<file path="src/rtl/vote_collector.sv">
// Five-voter ballot collector: debounces raw buttons, latches yes-votes during an open
// round, and closes the round on timeout or when every voter has pressed.
module vote_collector #(
   parameter int DEB_CYCLES    = 4,
   parameter int WINDOW_CYCLES = 1000
) (
   input  logic       clk,
   input  logic       rst_n,
   input  logic       start,
   input  logic [4:0] btn,
   output logic [4:0] ballot,
   output logic [2:0] vote_cnt,
   output logic       busy,
   output logic       ballot_valid
);

   localparam int WW = (WINDOW_CYCLES > 1) ? $clog2(WINDOW_CYCLES) : 1;
   localparam int DW = (DEB_CYCLES > 1) ? $clog2(DEB_CYCLES) : 1;
   localparam logic [DW-1:0] DEB_LAST = DW'(DEB_CYCLES - 1);
   localparam logic [WW-1:0] WIN_LOAD = WW'(WINDOW_CYCLES - 1);

   typedef enum logic [1:0] {IDLE, OPEN, DONE} state_t;

   state_t          state_reg;
   logic [WW-1:0]   win_reg;
   logic [4:0]      deb_lvl;
   logic [4:0]      deb_prev_reg;
   logic [4:0]      press;
   logic [4:0]      ballot_next;

   generate
      for (genvar gi = 0; gi < 5; gi++) begin : g_deb
         logic [DW-1:0] cnt_reg;
         logic          deb_bit_reg;

         // The counter only runs while the raw input disagrees with the settled level.
         always_ff @(posedge clk) begin
            if (!rst_n) begin
               cnt_reg     <= '0;
               deb_bit_reg <= 1'b0;
            end else if (btn[gi] == deb_bit_reg) begin
               cnt_reg <= '0;
            end else if (cnt_reg == DEB_LAST) begin
               deb_bit_reg <= btn[gi];
               cnt_reg     <= '0;
            end else begin
               cnt_reg <= cnt_reg + 1'b1;
            end
         end

         assign deb_lvl[gi] = deb_bit_reg;
      end
   endgenerate

   always_ff @(posedge clk) begin
      if (!rst_n) deb_prev_reg <= '0;
      else        deb_prev_reg <= deb_lvl;
   end

   assign press       = deb_lvl & ~deb_prev_reg;
   assign ballot_next = ballot | press;

   function automatic logic [2:0] popcnt5(input logic [4:0] v);
      logic [2:0] s;
      s = '0;
      for (int i = 0; i < 5; i++) s = s + {2'b00, v[i]};
      return s;
   endfunction

   always_ff @(posedge clk) begin
      if (!rst_n) begin
         state_reg    <= IDLE;
         win_reg      <= '0;
         ballot       <= '0;
         vote_cnt     <= '0;
         busy         <= 1'b0;
         ballot_valid <= 1'b0;
      end else begin
         case (state_reg)
            IDLE: begin
               ballot_valid <= 1'b0;
               busy         <= 1'b0;
               if (start) begin
                  state_reg <= OPEN;
                  ballot    <= '0;
                  vote_cnt  <= '0;
                  win_reg   <= WIN_LOAD;
                  busy      <= 1'b1;
               end
            end
            OPEN: begin
               ballot   <= ballot_next;
               vote_cnt <= popcnt5(ballot_next);
               if (win_reg != '0) win_reg <= win_reg - 1'b1;
               // A press on the timeout cycle is kept because ballot_next is used above.
               if (win_reg == '0 || ballot_next == 5'b11111) begin
                  state_reg    <= DONE;
                  busy         <= 1'b0;
                  ballot_valid <= 1'b1;
               end
            end
            DONE: begin
               state_reg    <= IDLE;
               ballot_valid <= 1'b0;
               busy         <= 1'b0;
            end
            default: begin
               state_reg    <= IDLE;
               ballot_valid <= 1'b0;
               busy         <= 1'b0;
            end
         endcase
      end
   end

endmodule
</file>
<file path="config.mk">
export PLATFORM = sky130hd
export DESIGN_NAME = vote_collector
export DESIGN_NICKNAME = d
export VERILOG_FILES = /design/src/rtl/vote_collector.sv
export SDC_FILE = /design/constraint.sdc
export NUM_CORES = 1
export LEC_CHECK = 0
export CORE_MARGIN = 2
export CORE_UTILIZATION = 50
export DETAILED_ROUTE_END_ITERATION = 8
export DONT_BUFFER_PORTS = 1
export REMOVE_ABC_BUFFERS = 1
export SETUP_SLACK_MARGIN = 0.2
export SYNTH_ARGS = -nofsm -noshare
export SYNTH_HDL_FRONTEND = slang
export SYNTH_SLANG_ARGS = --single-unit
</file>
<file path="constraint.sdc">
create_clock -name clk -period 3.1 [get_ports clk]
set_clock_uncertainty 0.2 [all_clocks]
set_input_delay 0.31 -clock clk [delete_from_list [all_inputs] [get_ports clk]]
set_output_delay 0.31 -clock clk [all_outputs]
set_load 0.05 [all_outputs]
</file>
# ---- Word level (Yosys, flattened, before mapping)
# Cells that the tools add are included.
dict set report word_totals {
  elab_cells 83
  register_bits 42
  in_bits 8
}
dict set report op_classes {
  n_reduce_logical 19
  n_bitwise 9
  n_mux 13
  n_addsub 10
  n_eq_ne 15
}
# op n
set ops {}
lappend ops {{two-way mux 10 bit} 2}
lappend ops {{one-hot mux 10 bit (2 select lines)} 1}
lappend ops {{AND reduction 2 bit} 8}
lappend ops {{OR reduction 3 bit} 5}
lappend ops {{adder 2 x 1 -> 2 bit (second input constant)} 5}
lappend ops {{equality test 2 bit (second input constant)} 5}
lappend ops {{logical NOT 10 bit} 1}
lappend ops {{one-hot mux 5 bit (2 select lines)} 1}
lappend ops {{nonzero test 10 bit} 1}
lappend ops {{subtractor 10 x 1 -> 10 bit (second input constant)} 1}
lappend ops {{adder 3 x 1 -> 3 bit} 2}
lappend ops {{inequality test 2 bit (second input constant)} 3}
lappend ops {{inverter 1 bit} 6}
lappend ops {{one-hot mux 3 bit (2 select lines)} 1}
lappend ops {{AND 5 bit} 1}
lappend ops {{equality test 1 bit} 5}
lappend ops {{equality test 5 bit (second input constant)} 1}
lappend ops {{two-way mux 5 bit} 1}
lappend ops {{inverter 5 bit} 1}
lappend ops {{OR 5 bit} 1}
lappend ops {{two-way mux 2 bit} 2}
lappend ops {{one-hot mux 2 bit (2 select lines)} 1}
lappend ops {{adder 2 x 1 -> 3 bit} 1}
lappend ops {{two-way mux 3 bit} 1}
lappend ops {{other kinds (8)} 9}

# ---- Logic depth before layout (Yosys ltp)
# Gate-level depths: netlist of run 1.
dict set report depth {
  depth_word 8
  mapped_depth 10
  depth_no_buf 10
}

# ---- Least setup slack after synthesis of run 1
# Ideal clock, no wire load.
dict set report synth_path {
  kind {reg-to-reg}
  startpoint {reg ballot[3]}
  endpoint {reg vote_cnt[1]}
  path_buffers 0
  setup_slack_ns 0.487
  synth_period_minus_slack_ns 2.613
  path_stages_with_launch 10
  t_arrival_ns 2.285
  cell_sequence {dfxtp_1 a21oi_1 inv_1 fa_1 inv_1 fa_1 inv_1 ha_1 a22oi_1 nor2_1}
}
dict set report synth_via {
  elab_chain_len 4
}
# element line_no
set synth_rtl {}
lappend synth_rtl {{start: declaration} 11} ;# output logic [4:0] ballot,
lappend synth_rtl {{start signal: assignment} 92} ;# ballot <= ballot_next;
lappend synth_rtl {{OR 5 bit} 61} ;# assign ballot_next = ballot | press;
lappend synth_rtl {{adder 3 x 1 -> 3 bit (2 in a row)} 66} ;# for (int i = 0; i < 5; i++) s = s + {2'b00, v[i]};
lappend synth_rtl {{one-hot mux 3 bit (2 select lines)} 79} ;# case (state_reg)
lappend synth_rtl {{end signal: assignment} 93} ;# vote_cnt <= popcnt5(ballot_next);
lappend synth_rtl {{end: declaration} 12} ;# output logic [2:0] vote_cnt,
# No other way between the ends.
# A chain may end at the register's enable or synchronous reset.

# ---- Final worst setup path of run 1
dict set report layout_path {
  startpoint {reg deb_prev_reg[3]}
  endpoint {reg vote_cnt[1]}
}
dict set report layout_via {
  elab_chain_len 6
}
# element line_no
set layout_rtl {}
lappend layout_rtl {{start: declaration} 27} ;# logic [4:0] deb_prev_reg;
lappend layout_rtl {{start signal: assignment} 57} ;# else deb_prev_reg <= deb_lvl;
lappend layout_rtl {{inverter 5 bit} 60} ;# assign press = deb_lvl & ~deb_prev_reg;
lappend layout_rtl {{AND 5 bit} 60}
lappend layout_rtl {{OR 5 bit} 61}
lappend layout_rtl {{adder 3 x 1 -> 3 bit (2 in a row)} 66}
lappend layout_rtl {{one-hot mux 3 bit (2 select lines)} 79}
# No other way between the ends.

==> results of run 1 <==
==> power by group through the flow <==
stage,combinational [mW],clock [mW],sequential [mW]
5_1_grt,0.166,0.373,0.600
4_1_cts,0.142,0.350,0.596
3_3_place_gp,0.127,0,0.606
2_1_floorplan,0.106,0,0.601
3_5_place_dp,0.133,0,0.608
6_report,0.142,0.343,0.595
==> cell usage in the layout (no fill, tap or decap), types with 2 or more instances in the layout <==
cell	netlist	final
dlygate4sd3_1	0	6
o21ba_2	2	2
a21oi_1	10	10
o31ai_1	2	2
o21ai_0	5	5
clkbuf_4	0	5
nor2_1	14	14
fa_1	2	2
and2_1	5	5
dfxtp_1	42	42
or3b_2	2	2
nand4_1	3	3
ha_1	8	8
a32o_1	2	2
a31oi_1	5	5
a21o_1	3	3
nor3_1	6	6
or3_1	3	3
xnor2_1	5	5
nor4b_1	6	6
buf_4	0	3
or4_1	2	2
mux2i_1	6	6
clkbuf_1	3	2
nand2_1	9	9
nor4_1	6	6
inv_1	17	17
a22oi_1	2	2
==> per-layer routing <==
| layer | up-vias | global-route usage |
|---|---|---|
| met4 | 0 | 0.05585 |
| met5 | - | 0 |
| met2 | 24 | 0.3659 |
| met3 | 7 | 0.06338 |
| met1 | 658 | 0.2195 |
| li1 | 701 | - |
==> repair_timing <==
| action | 4_1_cts | 5_1_grt |
|---|---|---|
| hold buffers | 6 | 0 |
| endpoints found under the hold margin | 29 | 0 |
| endpoints found under the setup margin | 0 | 0 |
==> tightest hold or removal path: cells and delay by family <==
| kind | cells | cell delay, ps |
|---|---|---|
| compound gates | 2 | 200 |
| simple gates | 1 | 100 |
==> cell usage after synthesis (6+ instances only) <==
cell | count | area (um2)
dfxtp_1 | 42 | 840.8
inv_1 | 17 | 63.81
nor2_1 | 14 | 52.55
a21oi_1 | 10 | 50.05
nand2_1 | 9 | 33.78
ha_1 | 8 | 100.1
mux2i_1 | 6 | 60.06
nor3_1 | 6 | 30.03
nor4_1 | 6 | 37.54
nor4b_1 | 6 | 52.55
==> cell type report <==
type	count	area [um2]
clock buffers	7	45.04
flip-flops and latches	42	840.8
clock inverters	1	30.03
inverters	17	63.81
fillers	299	1409
well taps	46	57.56
multi-input cells	124	887.1
repair buffers	9	82.58
==> worst paths after layout <==
check,slack [ps],end,startpoint,cells past startpoint
worst max-delay path,560,vote_cnt[1],deb_prev_reg[3],10
worst min-delay path,90,ballot[4],start,3
worst max register to register,560,vote_cnt[1],deb_prev_reg[3],10
worst min register to register,240,g_deb[0].cnt_reg[0],g_deb[0].cnt_reg[0],1
==> metrics by stage <==
stage / total power, mW / util / worst slack, ps / hold WS, ps
6_report: 1.080 / 0.5875 / 562.8 / 87.71
5_1_grt: 1.139 / 0.5875 / 433.7 / 96.72
4_1_cts: 1.088 / 0.5875 / 564.4 / 91.78
3_5_place_dp: 0.7409 / 0.5480 / 574.6 / 226.0
3_3_place_gp: 0.7327 / 0.5480 / 624.7 / 212.0
2_1_floorplan: 0.7074 / - / 472.9 / 205.6
==> logic make-up after synthesis <==
kind of cell | count (synthesis)
xor+xnor | 5
fa+ha+maj | 10
buf+inv | 23
simple gates | 62
mux | 6
compound gates | 41
flops | 42
==> impl_metrics.csv, run 1 <==
group,metric,value,unit
power_and_ir_drop,p_switching,284.4,uW
power_and_ir_drop,clkPwrFrac,0.318,
die,die_w,64.26,um
logic_synthesis,synth_warnings,0,
route,wl_met2,1826,um
logic_synthesis,synth-edff-count,0,
setup_path,critPathSlowestCell,"fa_1",
logic_synthesis,synth.mux.area_fraction,0.03308,
setup_path,worstSetupStartpointType,"flop",
sta,period_needed,2537,ps
setup_path,criticalPathCategory,"reg2reg",
power_and_ir_drop,p_seq_frac,0.551,
sta,rsz0062_at_grt,"no",
clocking,root_buffer,"clkbuf_4",
clocking,clock_sinks,42,
route,avgViaCountPerCell,5.650,
placed_design,dp_cells,232,
power_and_ir_drop,swShare,0.2633,
route,route.met3.wl,135,um
route,wirelength_met1,1533,um
die,die_h,64.26,um
placed_design,place_area,1872,um2
setup_path,cpMostUsedCell,"inv_1",
logic_synthesis,yosys_most_used_dff,"dfxtp_1",
worst_hold_path,min_path_type,"in2reg",
power_and_ir_drop,power_leakage,0.7806,nW
sta,period_share,0.8185,
clocking,numCtsBuffers,5,
final_layout,design_area,2007,um2
route,num_vias,1390,
clocking,max-clock-path-buffers,2,
clocking,cts_tree,"built",
setup_path,path_max_fanout,4,
die,rows,21,
setup_path,slowest_delay,540,ps
route,drt_iter0_drc,50,
route,dr.max_layer_used,"met4",
sta,drv_slew,0,
grt,grt_max_degree,20,
route,wl_per_cell,14.39,um
logic_synthesis,synth_top_family_by_area,"simple AND/OR/NAND/NOR gates",
power_and_ir_drop,power_per_cell_area,538.2,nW/um2
final_layout,fin_nets,217,
logic_synthesis,synth_compound_area_frac,0.1620,
sta,tns,0,ps
clocking,post_cts_buffers,0,
logic_synthesis,synth-simple-area-share,0.1923,
outcome,status,"finished, final reports clean",
setup_path,cp_top_family,"adder cells",
sta,fmax,394.1,MHz
sta,hold_viol,0,
clocking,cts_max_level,2,
final_layout,area_growth,10.54,%
placed_design,port_buffers,0,
logic_synthesis,synth_seq_cells,42,
sta,worst_pin_slew,632.4,ps
final_layout,drive_gt1_frac,0.07000,
power_and_ir_drop,combPwrFrac,0.131,
logic_synthesis,synthArstFlopShare,0,
grt,antenna_found_initial,0,
sta,setup_viol,0,
clocking,clkTransAtPathRegs,120,ps
setup_path,worst_setup_path_end_kind,"flop",
die,core,3416,um2
die,die_area,4129,um2
route,route.detailed.drc,0,
logic_synthesis,syn_avg_cell_area,9.606,um2
clocking,insertion_delay,350,ps
logic_synthesis,syn-cell-area,1815,um2
final_layout,n_antenna_cell,0,
grt,grt_usage,0.1996,
clocking,ctsResizeCount,0,
route,first_pass_iters,5,
setup_path,critPathRequiredTime,3150,ps
logic_synthesis,yosysUniqueCellTypes,43,
placed_design,dpl.hpwl,2617,um
logic_synthesis,syn_inst,189,
route,drtAntennaViolNets,0,
power_and_ir_drop,irDropWorstVdd,426.5,uV
placed_design,routabilityCongestion,0.8170,
grt,grt_pass1_vias,1427,
setup_path,path_cells,"inv_1 -> a21oi_1 -> inv_1 -> fa_1 -> inv_1 -> fa_1 -> inv_1 -> ha_1 -> a22oi_1 -> nor2_1",
setup_path,crit_buf_inv,4,
die,io_pins,18,
setup_path,critPathArrivalTime,2590,ps
final_layout,fin_cells,246,
grt,grt_pass1_wl,6361,um
logic_synthesis,synth_fa_ha_area_frac,0.07719,
logic_synthesis,yosysSeqAreaShare,0.4631,
logic_synthesis,yosys.area_share.xor_xnor,0.02412,
grt,gr-total-overflow,0,
sta,relSlewSlack,0.5779,
power_and_ir_drop,p_int,795.8,uW
die,start_util,0.5315,
route,wl,3540,um
run,drv_cap,0,
Note: power is estimated with default switching activity, not from simulation.
==> run 2: changes to the inputs <==
==> constraint.sdc (replaced) <==
create_clock -name clk -period 2.65 [get_ports clk]
set_clock_uncertainty 0.2 [all_clocks]
set_input_delay 0.265 -clock clk [delete_from_list [all_inputs] [get_ports clk]]
set_output_delay 0.265 -clock clk [all_outputs]
set_load 0.05 [all_outputs]
==> run 2 against run 1 <==
Compared with the run above: combinational power rose by 19%; clock-buffer cell count stayed put; first-iteration DRC count fell by 12%; worst hold slack got worse by 25 ps; maximum frequency up 7.4%; register-to-register slack worse by 280 ps; via count up 2.3%; flip-flop and latch count did not move; die area stayed put; cell count increased by 1.6%.
==> impl_metrics.csv, run 2 (synthesis results as in run 1) <==
group,metric,value,unit
final_layout,fin_nets,222,
grt,gr-total-overflow,0,
outcome,status,"finished, final reports clean",
clocking,root_buffer,"clkbuf_4",
grt,antenna_found_initial,0,
final_layout,final_cell_mix,"40 x dfxtp_1, 16 x inv_1, 14 x nor2_1",
power_and_ir_drop,p_total,1.147,mW
power_and_ir_drop,irDropWorstVdd,406.7,uV
die,rows,21,
setup_path,cp-startpoint,"win_reg[0]",
setup_path,slowest_delay,620,ps
final_layout,drive_gt1_frac,0.1127,
setup_path,crit_buf_inv,1,
sta,relSlewSlack,0.6300,
sta,fmax,423.2,MHz
route,wl_per_cell,14.35,um
route,first_pass_iters,4,
final_layout,fin_util,0.5960,
setup_path,path_cells,"inv_1 -> ha_1 -> or4b_1 -> o31a_1 -> a31o_1 -> a31oi_1",
clocking,clkTransAtPathRegs,110,ps
final_layout,area_growth,12.13,%
setup_path,worstSetupStartpointType,"flop",
die,die_area,4129,um2
route,route.detailed.drc,0,
die,die_h,64.26,um
clocking,clock_sinks,42,
grt,grt_pass1_vias,1443,
power_and_ir_drop,power_leakage,0.7944,nW
sta,worst_pin_slew,554.3,ps
placed_design,dp_cells,236,
route,wl,3587,um
clocking,max-clock-path-buffers,2,
power_and_ir_drop,power_per_cell_area,563.3,nW/um2
sta,whs,62.96,ps
die,io_pins,18,
die,start_util,0.5315,
clocking,numCtsBuffers,5,
setup_path,path_max_fanout,6,
placed_design,port_buffers,0,
route,drtAntennaViolNets,0,
setup_path,cp_top_family,"compound AO/OA/AOI/OAI gates",
die,core,3416,um2
placed_design,routabilityCongestion,0.8141,
route,drt_iter0_drc,44,
setup_path,critPathSlowestCell,"or4b_1",
sta,setup_viol,0,
grt,grt_pass1_wl,6320,um
sta,hold_viol,0,
die,die_w,64.26,um
worst_hold_path,min_from,"start",
worst_hold_path,min_path_type,"in2reg",
placed_design,dpl.hpwl,2644,um
placed_design,place_area,1902,um2
clocking,insertion_delay,340,ps
setup_path,worst_setup_path_end_kind,"flop",
sta,tns,0,ps
clocking,cts_max_level,2,
sta,setup_ws,287.0,ps
sta,rsz0062_at_grt,"no",
final_layout,fin_cells,250,
placed_design,post-place-ws,204.5,ps
clocking,cts_tree,"built",
route,num_vias,1422,
setup_path,criticalPathCategory,"reg2reg",
final_layout,n_antenna_cell,0,
setup_path,critPathArrivalTime,2440,ps
sta,drv_slew,0,
setup_path,critPathRequiredTime,2730,ps
sta,period_needed,2363,ps
final_layout,layout_commonest_cell,"dfxtp_1",
grt,grt_usage,0.1975,
setup_path,reg2reg_from,"win_reg[0]",
grt,grt_max_degree,17,
route,avgViaCountPerCell,5.688,
run,drv_cap,0,
final_layout,design_area,2036,um2
sta,period_share,0.8917,
run 2: worst paths after layout:
kind                    endpoint  slack, ps  cells past startpoint
min reg2reg  g_deb[4].cnt_reg[0]        230                      1
max reg2reg           win_reg[5]        290                      6
min                    ballot[4]         60                      3
max                   win_reg[5]        290                      6
run 2: what timing repair did:
item	CTS	global route
hold buffers	6	0
endpoints found under the hold margin	29	0
setup endpoints to repair	1	1
resized for setup	1	6
pin swaps	0	1
buffers inserted	0	1
run 2: area by class of cell:
type	count	area (um2)
Sequential cell	42	845.8
Multi-Input combinational cell	124	903.4
Inverter	17	63.81
Tap cell	46	57.56
Timing Repair Buffer	14	120.1
Clock buffer	7	45.04
Fill cell	311	1380
run 2: metal layers:
| layer | GRT usage | up-vias | routed length [um] |
|---|---|---|---|
| met2 | 0.3594 | 25 | 1833 |
| met4 | 0.05585 | 0 | 51 |
| met5 | 0 | - | 0 |
| li1 | - | 717 | - |
| met1 | 0.2199 | 672 | 1563 |
| met3 | 0.06162 | 8 | 138 |
run 2: tightest hold or removal path, cell delays in order:
cell	delay (ps)
a21oi_1	130
nand2_1	100
o21ai_0	60
run 2: power breakdown:
| group | internal [mW] | switching [mW] | leakage, nW |
|---|---|---|---|
| registers | 0.660 | 0.0348 | 0.344 |
| clock network | 0.100 | 0.182 | 0.0254 |
| logic | 0.0697 | 0.0992 | 0.425 |
| total | 0.830 | 0.316 | 0.794 |
==> run 3: changes to the inputs <==
--- a/config.mk
+++ b/config.mk
@@ -5,8 +5,9 @@
 export SDC_FILE = /design/constraint.sdc
 export NUM_CORES = 1
 export LEC_CHECK = 0
+export ABC_AREA = 1
 export CORE_MARGIN = 2
-export CORE_UTILIZATION = 50
+export CORE_UTILIZATION = 42
 export DETAILED_ROUTE_END_ITERATION = 8
 export DONT_BUFFER_PORTS = 1
 export REMOVE_ABC_BUFFERS = 1
==> run 3 against run 2 <==
Compared with the run above: critical path depth increased by 3; flip-flop and latch count unchanged; largest cell class unchanged; clock-buffer cell count fell by 2; sequential power rose by 2%; via count grew 9.2%.
==> impl_metrics.csv, run 3 <==
group,metric,value,unit
sta,period_needed,2316,ps
route,drt_iter0_drc,48,
power_and_ir_drop,power_per_cell_area,640.7,nW/um2
sta,whs,5.946,ps
placed_design,dp_cells,308,
route,drtAntennaViolNets,0,
sta,fmax,431.8,MHz
placed_design,dpl.hpwl,2562,um
logic_synthesis,synth_seq_cells,42,
sta,worst_pin_slew,563.5,ps
power_and_ir_drop,p_switching,455.8,uW
clocking,clkTransAtPathRegs,80,ps
clocking,root_buffer,"clkbuf_8",
route,avgViaCountPerCell,4.808,
clocking,max-clock-path-buffers,2,
grt,gr-total-overflow,0,
logic_synthesis,ys_top_cells_by_area,"dfxtp_1 44%, inv_1 9.1%, nand2_1 8.8%, nor2_1 6.6%, ha_1 5.2%",
logic_synthesis,yosys_most_used_dff,"dfxtp_1",
worst_hold_path,min_path_type,"in2reg",
die,start_util,0.4401,
clocking,insertion_delay,300,ps
logic_synthesis,syn-cell-area,1929,um2
placed_design,place_area,2018,um2
route,first_pass_iters,4,
grt,grt_pass1_vias,1488,
route,num_vias,1553,
final_layout,drive_gt1_frac,0.1661,
logic_synthesis,synth-edff-count,0,
grt,grt_pass1_wl,6541,um
logic_synthesis,yosysMostFrequentCell,"inv_1",
route,wl_per_cell,11.69,um
route,wl,3777,um
setup_path,worstSetupStartpointType,"flop",
clocking,cts_tree,"built",
sta,drv_slew,0,
placed_design,post-place-ws,211.8,ps
logic_synthesis,syn_inst,254,
final_layout,layout_commonest_cell,"inv_1",
sta,rsz0062_at_grt,"no",
die,die_area,5152,um2
die,die_h,71.78,um
setup_path,criticalPathCategory,"reg2reg",
clocking,numCtsBuffers,5,
clocking,clock_sinks,42,
run,drv_cap,0,
grt,grt_usage,0.1627,
grt,antenna_found_initial,0,
power_and_ir_drop,combPwrFrac,0.199,
power_and_ir_drop,p_total,1.408,mW
die,die_w,71.78,um
final_layout,n_antenna_cell,0,
final_layout,final_cell_mix,"46 x inv_1, 44 x nand2_1, 39 x dfxtp_1",
logic_synthesis,yosys.area.top_type,"dfxtp_1",
placed_design,routabilityCongestion,0.8045,
die,io_pins,18,
sta,setup_viol,0,
route,route.detailed.drc,0,
setup_path,path_max_fanout,5,
power_and_ir_drop,clkPwrFrac,0.299,
logic_synthesis,ys_top_cells_by_count,"47 x inv_1, 45 x nand2_1, 42 x dfxtp_1",
sta,hold_viol,0,
logic_synthesis,synthArstFlopShare,0,
logic_synthesis,syn_avg_cell_area,7.596,um2
outcome,status,"finished, final reports clean",
grt,grt_max_degree,22,
sta,period_share,0.8740,
power_and_ir_drop,power_leakage,1.007,nW
logic_synthesis,synth_top_area_share,0.4358,
die,core,4384,um2
final_layout,fin_util,0.5011,
placed_design,port_buffers,0,
final_layout,area_growth,13.88,%
power_and_ir_drop,p_int,951.9,uW
setup_path,worst_setup_path_end_kind,"flop",
sta,relSlewSlack,0.6231,
logic_synthesis,yosysUniqueCellTypes,28,
logic_synthesis,synth_warnings,0,
setup_path,critPathArrivalTime,2300,ps
clocking,cts_max_level,2,
power_and_ir_drop,irDropWorstVdd,302.0,uV
sta,tns,0,ps
sta,setup_ws,333.9,ps
final_layout,fin_nets,288,
final_layout,design_area,2197,um2
die,rows,24,
power_and_ir_drop,swShare,0.3238,
setup_path,critPathRequiredTime,2630,ps
final_layout,fin_cells,323,
logic_synthesis,yosysSeqAreaShare,0.4358,
power_and_ir_drop,p_seq_frac,0.502,
==> run 3: what timing repair did <==
action                                  CTS  global route
hold buffers                              6             0
pin swaps                                 0             1
resized for setup                         1             8
setup buffers                             0             1
endpoints found under the setup margin    1             1
endpoints found under the hold margin    25             0
==> run 3: final cells by class <==
type | count | area, um2
clock buffer | 5 | 68.82
clock inverter | 3 | 21.27
fill | 443 | 2187
inverter | 48 | 180.2
multi-input combinational | 159 | 897.1
sequential | 42 | 844.6
tap | 52 | 65.06
timing repair buffer | 14 | 120.1
==> run 3: power by group through the flow <==
stage	sequential (mW)	clock [mW]	combinational [mW]
6_report	0.707	0.420	0.280
5_1_grt	0.713	0.452	0.328
4_1_cts	0.707	0.434	0.281
3_5_place_dp	0.721	0	0.266
3_3_place_gp	0.721	0	0.264
2_1_floorplan	0.716	0	0.215
==> run 3: routing by layer <==
metal | GRT usage | share of wire | vias up
met2 | 0.2521 | 0.45 | 15
li1 | - | - | 827
met4 | 0.07128 | 0.012 | 0
met5 | 0 | 0 | -
met1 | 0.2081 | 0.50 | 705
met3 | 0.05204 | 0.041 | 6
==> run 3: logic make-up after synthesis <==
group / synth area share
AOI/OAI and AO/OA: 0.1388
DFF: 0.4358
adders and majority gates: 0.07264
buffers and inverters: 0.1083
and+or+nand+nor: 0.2445
==> run 3: final timing paths <==
kind	from	end	slack, ps	depth (start not counted)
min	btn[0]	g_deb[0].cnt_reg[1]	6	3
max reg2reg	g_deb[0].deb_bit_reg	vote_cnt[1]	330	9
max	g_deb[0].deb_bit_reg	vote_cnt[1]	330	9
min reg2reg	g_deb[1].cnt_reg[0]	g_deb[1].cnt_reg[0]	220	1
==> run 3: worst max-delay path: stages (launching register included) <==
cell and delay, ps:
dfxtp_2 350, a21oi_2 160, inv_1 90, fa_1 480
inv_1 60, fa_2 360, inv_1 60, ha_1 230
a22oi_2 150, nor2_1 60
